### src/rtl/fifo_level_ctrl_pkg.sv
// Shared FIFO sizing defaults, reused by the datapath FIFO wrappers so every
// instance agrees on depth and watermark levels.
package fifo_level_ctrl_pkg;

    localparam int unsigned FifoAddrWidth = 4;
    localparam int unsigned FifoAeLevel   = 1;
    localparam int unsigned FifoAfLevel   = (2 ** FifoAddrWidth) - 1;

endpackage

### src/rtl/fifo_level_ctrl.sv
// FIFO pointer/level controller: tracks read/write pointers, occupancy, watermark
// status and sticky overflow/underflow flags for an external synchronous-read RAM.
module fifo_level_ctrl
    import fifo_level_ctrl_pkg::*;
#(
    parameter int unsigned ADDR_WIDTH = FifoAddrWidth,
    parameter int unsigned AE_LEVEL   = FifoAeLevel,
    parameter int unsigned AF_LEVEL   = (2 ** ADDR_WIDTH) - 1
) (
    input  logic                  clk,
    input  logic                  reset_n,
    input  logic                  rd,
    input  logic                  wr,
    input  logic                  flush,
    input  logic                  clr_err,
    output logic [ADDR_WIDTH-1:0] w_addr,
    output logic [ADDR_WIDTH-1:0] r_addr,
    output logic [ADDR_WIDTH-1:0] r_addr_next,
    output logic                  w_en,
    output logic                  r_en,
    output logic                  empty,
    output logic                  full,
    output logic                  almost_empty,
    output logic                  almost_full,
    output logic [ADDR_WIDTH:0]   level,
    output logic                  overflow,
    output logic                  underflow
);

    localparam int unsigned DEPTH = 2 ** ADDR_WIDTH;
    localparam int unsigned LW    = ADDR_WIDTH + 1;

    localparam logic [LW-1:0] LevelDepth = LW'(DEPTH);
    localparam logic [LW-1:0] LevelAe    = LW'(AE_LEVEL);
    localparam logic [LW-1:0] LevelAf    = LW'(AF_LEVEL);

    if (!((AE_LEVEL < AF_LEVEL) && (AF_LEVEL <= DEPTH))) begin : g_bad_params
        $error("fifo_level_ctrl: need AE_LEVEL < AF_LEVEL <= DEPTH");
    end

    logic [ADDR_WIDTH-1:0] w_addr_q, w_addr_d;
    logic [ADDR_WIDTH-1:0] r_addr_q, r_addr_d;
    logic [LW-1:0]         level_q, level_d;
    logic                  empty_q, full_q, almost_empty_q, almost_full_q;
    logic                  overflow_q, overflow_d;
    logic                  underflow_q, underflow_d;
    logic                  ovf_event, udf_event;

    // A read frees a slot in the same cycle, so a full FIFO still accepts rd & wr.
    assign w_en = wr & ~flush & (~full_q | rd);
    assign r_en = rd & ~flush & ~empty_q;

    assign ovf_event = wr & ~flush & full_q & ~rd;
    assign udf_event = rd & ~flush & empty_q & ~wr;

    always_comb begin
        w_addr_d    = w_addr_q;
        r_addr_d    = r_addr_q;
        level_d     = level_q;
        overflow_d  = overflow_q & ~clr_err;
        underflow_d = underflow_q & ~clr_err;

        if (flush) begin
            w_addr_d = '0;
            r_addr_d = '0;
            level_d  = '0;
        end else begin
            if (w_en) begin
                w_addr_d = w_addr_q + 1'b1;
            end
            if (r_en) begin
                r_addr_d = r_addr_q + 1'b1;
            end
            unique case ({w_en, r_en})
                2'b10:   level_d = level_q + 1'b1;
                2'b01:   level_d = level_q - 1'b1;
                default: level_d = level_q;
            endcase
        end

        // A new error wins over a same-cycle clear.
        if (ovf_event) begin
            overflow_d = 1'b1;
        end
        if (udf_event) begin
            underflow_d = 1'b1;
        end
    end

    always_ff @(posedge clk or negedge reset_n) begin
        if (!reset_n) begin
            w_addr_q       <= '0;
            r_addr_q       <= '0;
            level_q        <= '0;
            empty_q        <= 1'b1;
            full_q         <= 1'b0;
            almost_empty_q <= 1'b1;
            almost_full_q  <= 1'b0;
        end else begin
            w_addr_q       <= w_addr_d;
            r_addr_q       <= r_addr_d;
            level_q        <= level_d;
            empty_q        <= (level_d == '0);
            full_q         <= (level_d == LevelDepth);
            almost_empty_q <= (level_d <= LevelAe);
            almost_full_q  <= (level_d >= LevelAf);
        end
    end

    always_ff @(posedge clk or negedge reset_n) begin
        if (!reset_n) begin
            overflow_q  <= 1'b0;
            underflow_q <= 1'b0;
        end else begin
            overflow_q  <= overflow_d;
            underflow_q <= underflow_d;
        end
    end

    assign r_addr_next  = r_addr_d;
    assign w_addr       = w_addr_q;
    assign r_addr       = r_addr_q;
    assign level        = level_q;
    assign empty        = empty_q;
    assign full         = full_q;
    assign almost_empty = almost_empty_q;
    assign almost_full  = almost_full_q;
    assign overflow     = overflow_q;
    assign underflow    = underflow_q;

endmodule

### config.mk
export PLATFORM = sky130hd
export DESIGN_NAME = fifo_level_ctrl
export DESIGN_NICKNAME = d
export VERILOG_FILES = /design/src/rtl/fifo_level_ctrl_pkg.sv /design/src/rtl/fifo_level_ctrl.sv
export SDC_FILE = /design/constraint.sdc
export NUM_CORES = 1
export LEC_CHECK = 0
export ABC_CLOCK_PERIOD_IN_PS = 7200
export CORE_UTILIZATION = 45
export CTS_BUF_LIST = sky130_fd_sc_hd__clkbuf_4 sky130_fd_sc_hd__clkbuf_8 sky130_fd_sc_hd__clkbuf_16
export DETAILED_ROUTE_END_ITERATION = 10
export HOLD_SLACK_MARGIN = 0.1
export PLACE_DENSITY = 0.82
export SLEW_MARGIN = 25
export SYNTH_ARGS = -nofsm -noshare
export SYNTH_HDL_FRONTEND = slang
export SYNTH_SLANG_ARGS = --single-unit
### constraint.sdc
create_clock -name clk -period 7.2 [get_ports clk]
set_clock_uncertainty 0.2 [all_clocks]
set_input_delay 2.16 -clock clk [delete_from_list [all_inputs] [get_ports clk]]
set_output_delay 2.16 -clock clk [all_outputs]
set_load 0.01 [all_outputs]
======== Yosys cells after proc, flatten, opt, wreduce, memory -nomap -nowiden ========
Index checks and enable logic that the tools add are counted.
operators by class
  reduce and logical (&&, ||, !) cells .... 2
  muxes and demuxes ....................... 8
  add/sub/neg operators ................... 4
  bitwise gates (word level) .............. 17
  magnitude comparators ................... 2
  equal/unequal tests ..................... 3
operator list
  operator                                                                              number
  4-bit 2-to-1 mux                                                                      4
  1-bit AND                                                                             10
  5-bit case mux with 2 select lines                                                    1
  4-bit by 1-bit adder with 4-bit output (second input constant)                        2
  1-bit inverter                                                                        6
  5-bit by 1-bit adder with 5-bit output (second input constant)                        1
  5-bit equality test (second input constant)                                           1
  5-bit by 4-bit greater-or-equal comparator with 1-bit output (second input constant)  1
  5-bit by 1-bit less-or-equal comparator with 1-bit output (second input constant)     1
  5-bit logical NOT                                                                     1
  5-bit 2-to-1 mux                                                                      1
  5-bit by 1-bit subtractor with 5-bit output (second input constant)                   1
  2-bit by 1-bit equality test with 1-bit output (second input constant)                1
  2-bit equality test (second input constant)                                           1
  1-bit 2-to-1 mux                                                                      2
  2-bit nonzero test                                                                    1
  1-bit OR                                                                              1
word-level totals
  word-level logic and storage cells ...... 45
  bits in registers ....................... 19

======== Logic depth before layout (Yosys ltp) ========
  word-level depth ........................ 7
  depth in mapped cells ................... 13
  depth with buffers taken out ............ 11

======== Worst setup path after synthesis ========
Ideal clock, no wire load.
  path kind ............................... input to output
  start point ............................. in flush
  end point ............................... out r_addr_next[3]
  setup slack ............................. 1617 ps
  data required time ...................... 4840 ps
  stages .................................. 5
  arrival time ............................ 3223 ps
  buffers on the path ..................... 0
  cell sequence ........................... nand2b_1 > nor2_1 > nand4_1 > xor2_1 > nor2_1
on the way
  word-level cells in the longest chain between the ends .. 5
RTL lines
  item                     line                   text
  start, declared          fifo_level_ctrl.sv:14  input logic flush,
  1-bit inverter           fifo_level_ctrl.sv:51  assign r_en = rd & ~flush & ~empty_q;
  1-bit AND (2 in series)  fifo_level_ctrl.sv:51
  named net r_en           fifo_level_ctrl.sv:20  output logic r_en,
  4-bit 2-to-1 mux         fifo_level_ctrl.sv:71  if (r_en) begin
  4-bit 2-to-1 mux         fifo_level_ctrl.sv:63  if (flush) begin
  end, declared            fifo_level_ctrl.sv:18  output logic [ADDR_WIDTH-1:0] r_addr_next,
The timed path passes the listed nets, and every way through them passes these cells.

======== Final worst setup path ========
  start point ............................. in flush
  end point ............................... out r_addr_next[3]
on the way
  word-level cells in the longest chain between the ends .. 5
RTL lines
  item                     line
  1-bit inverter           fifo_level_ctrl.sv:51
  1-bit AND (2 in series)  fifo_level_ctrl.sv:51
  4-bit 2-to-1 mux         fifo_level_ctrl.sv:71
  4-bit 2-to-1 mux *       fifo_level_ctrl.sv:63
Every way passes the cells marked *; elsewhere a longest branch is shown, timed or not.

==> impl_metrics.toml <==
[outcome]
outcome = "finished, final reports clean"

[clock_network]
cts_tree = "done"
cts-hold-fix-buffers = 0
post-cts-setup-buffers = 0
cts_sinks = 19
cts_resized = 0
clockBufferDepth = 2
clk_pin_slew_ps = 100
clockRootBuffer = "clkbuf_4"
insertion_delay_ps = 290
numCtsBuffers = 3
cts_max_level = 1

[setup_path]
cp.required_ps = 4840
cp_data_arrival_time_ps = 4130
critical-path-max-stage-delay_ps = 550
cpMaxStageDelayCell = "clkdlybuf4s50_1"
crit_path_end_kind = "primary output"
cp_max_fo = 8
cp-start-kind = "input pin"
cp_cell_sequence = "clkdlybuf4s50_1 -> nand2b_1 -> nor2_1 -> nand4_1 -> xor2_1 -> nor2_1 -> clkdlybuf4s50_1"
critPathKind = "input pin to primary output"

[sta]
worst_pin_slew_ps = 871.3
rsz0062_at_grt = "no"
setup_viol = 0
timing.final.crit_share_pct = 90.16
min_period_ps = 6491
slew_headroom_pct = 41.73
max_freq_mhz = 154.1
tns_ps = 0
finalHoldViolCount = 0
maxSlewViolCount = 0

[placed_design]
portBuffers = 30
gp_congestion = 0.8644
placed_area_um2 = 1395
dp_hpwl_mm = 1.861

[floorplan]
start_util_pct = 48.35
io_pins = 31
coreArea_um2 = 2233
dieWidth_um = 50.99
dieArea_um2 = 2599
fp.dieH_um = 50.99
rows = 17

[finish]
nNetsFinal = 153
fin_util_pct = 63.81
antenna_cells = 0
multi_input_area_um2 = 548.0
seq_area_um2 = 478.0
drive_above_1_share_pct = 9.929
layout_common_cells = "clkdlybuf4s50_1, dfrtp_1, nor2_1"
syn_to_final_growth_pct = 31.98
final_design_area_no_fill_um2 = 1425
final_common_cell = "clkdlybuf4s50_1"
nFillCells = 196

[synth]
synth_enable_flop_cells = 0
syn_avg_cell_area_um2 = 9.816
synthFlopType = "dfrtp_1"
synth-seq-cells = 19
synthTopCellsByArea = "dfrtp_1, ha_1, dfstp_2"
synth_warnings = 0
syn_area_um2 = 1080
synthArstFlopShare_pct = 100.0
synth_largest_area_cell = "dfrtp_1"
yosysSeqAreaShare_pct = 44.26
synthCells = 110
synth_cell_types = 40
syn_nets = 121
synth_top_area_share_pct = 39.40

[drt]
drtIter0Drc = 9
first_pass_iters = 4
via_count = 957
wl_per_cell_um = 14.52
drtAntennaViolNets = 0
drt_wl_total_mm = 2.454
drc = 0
routed_via_density = 5.663

[min_path]
holdCritPathClass = "register to register"

[job]
max-cap-violations = 0

[grt]
grt_max_degree = 20
antenna_found_initial = 0
grt_pass1_wl_mm = 3.988
grt_pass1_vias = 891
grt_use_total_pct = 21.05
overflow = 0

[power]
peakVddDrop_mv = 0.1406
leakagePower_uw = 0.0006292
power_density_nw_per_um2 = 189.1
## per-layer routing
layer	global-route usage (%)	share of wire, %
met1	24.48	41
met4	10.19	2.2
met3	5.952	5.0
met2	35.31	52
met5	0	0
## cell usage after synthesis (3+ instances only)
| master | number |
|---|---|
| dfrtp_1 | 17 |
| nand2_1 | 8 |
| nor3_1 | 3 |
| mux2i_1 | 3 |
| o21ai_0 | 6 |
| nand3_1 | 4 |
| ha_1 | 5 |
| nor2_1 | 13 |
| xor2_1 | 6 |
| inv_1 | 7 |
## cell type report
class / instances / area share (%)
timing repair buffer: 31 / 21.60
inverter: 7 / 1.844
tap: 28 / 2.458
clock buffer: 4 / 2.107
sequential: 19 / 33.54
multi-input combinational: 80 / 38.45
## worst max-delay path, delay by kind of cell
family                 cells  cell delay [ps]
XOR/XNOR                   1              160
AND/OR/NAND/NOR            4              850
buffers and inverters      2              960
## sequential cells by signal, indices dropped and copies added, names as in the netlist
signal	count
level	5
almost_empty	1
underflow	1
almost_full	1
overflow	1
w_addr	4
r_addr	4
full	1
empty	1
## path summary, 6_finish.rpt
check / from / endpoint / slack (ps) / cells past startpoint
worst min register to register: w_addr[3] / w_addr[3] / 300 / 1
worst max-delay path: flush / r_addr_next[3] / 710 / 7
min in group asynchronous: reset_n / w_addr[3] / 2150 / 1
worst min-delay path: w_addr[3] / w_addr[3] / 300 / 1
max in group asynchronous: reset_n / r_addr[0] / 4110 / 1
worst max register to register: full / full / 4180 / 11
## power breakdown
part	internal, uW	total [uW]	switching (uW)
clock network	25.3	55.5	30.1
registers	120	132	11.6
logic	41.9	82.0	40.1
## stage by stage
| stage | hold slack [ps] | power [uW] | setup slack [ps] | cells |
|---|---|---|---|---|
| after global routing | 350.8 | 285.4 | 538.6 | 169 |
| final | 303.1 | 269.5 | 708.8 | 169 |
| after floorplan | 323.0 | 175.3 | 1617 | 110 |
| after global placement | 272.7 | 213.5 | 758.9 | 165 |
| after detailed placement | 293.8 | 216.0 | 724.1 | 165 |
| after CTS | 310.8 | 273.5 | 720.3 | 169 |
## kinds of logic (layout without fill, tap and decap cells)
logic type / Yosys count / after routing / synth area share (%)
muxes: 3 / 3 / 2.781
adders and majority gates: 5 / 5 / 5.794
xor gates and xnor gates: 7 / 7 / 5.678
AOI/OAI and AO/OA: 21 / 21 / 14.14
DFF: 19 / 19 / 44.26
and+or+nand+nor: 44 / 44 / 22.36
buffers and inverters: 11 / 42 / 4.982
Power figures use the tool's default switching activity.
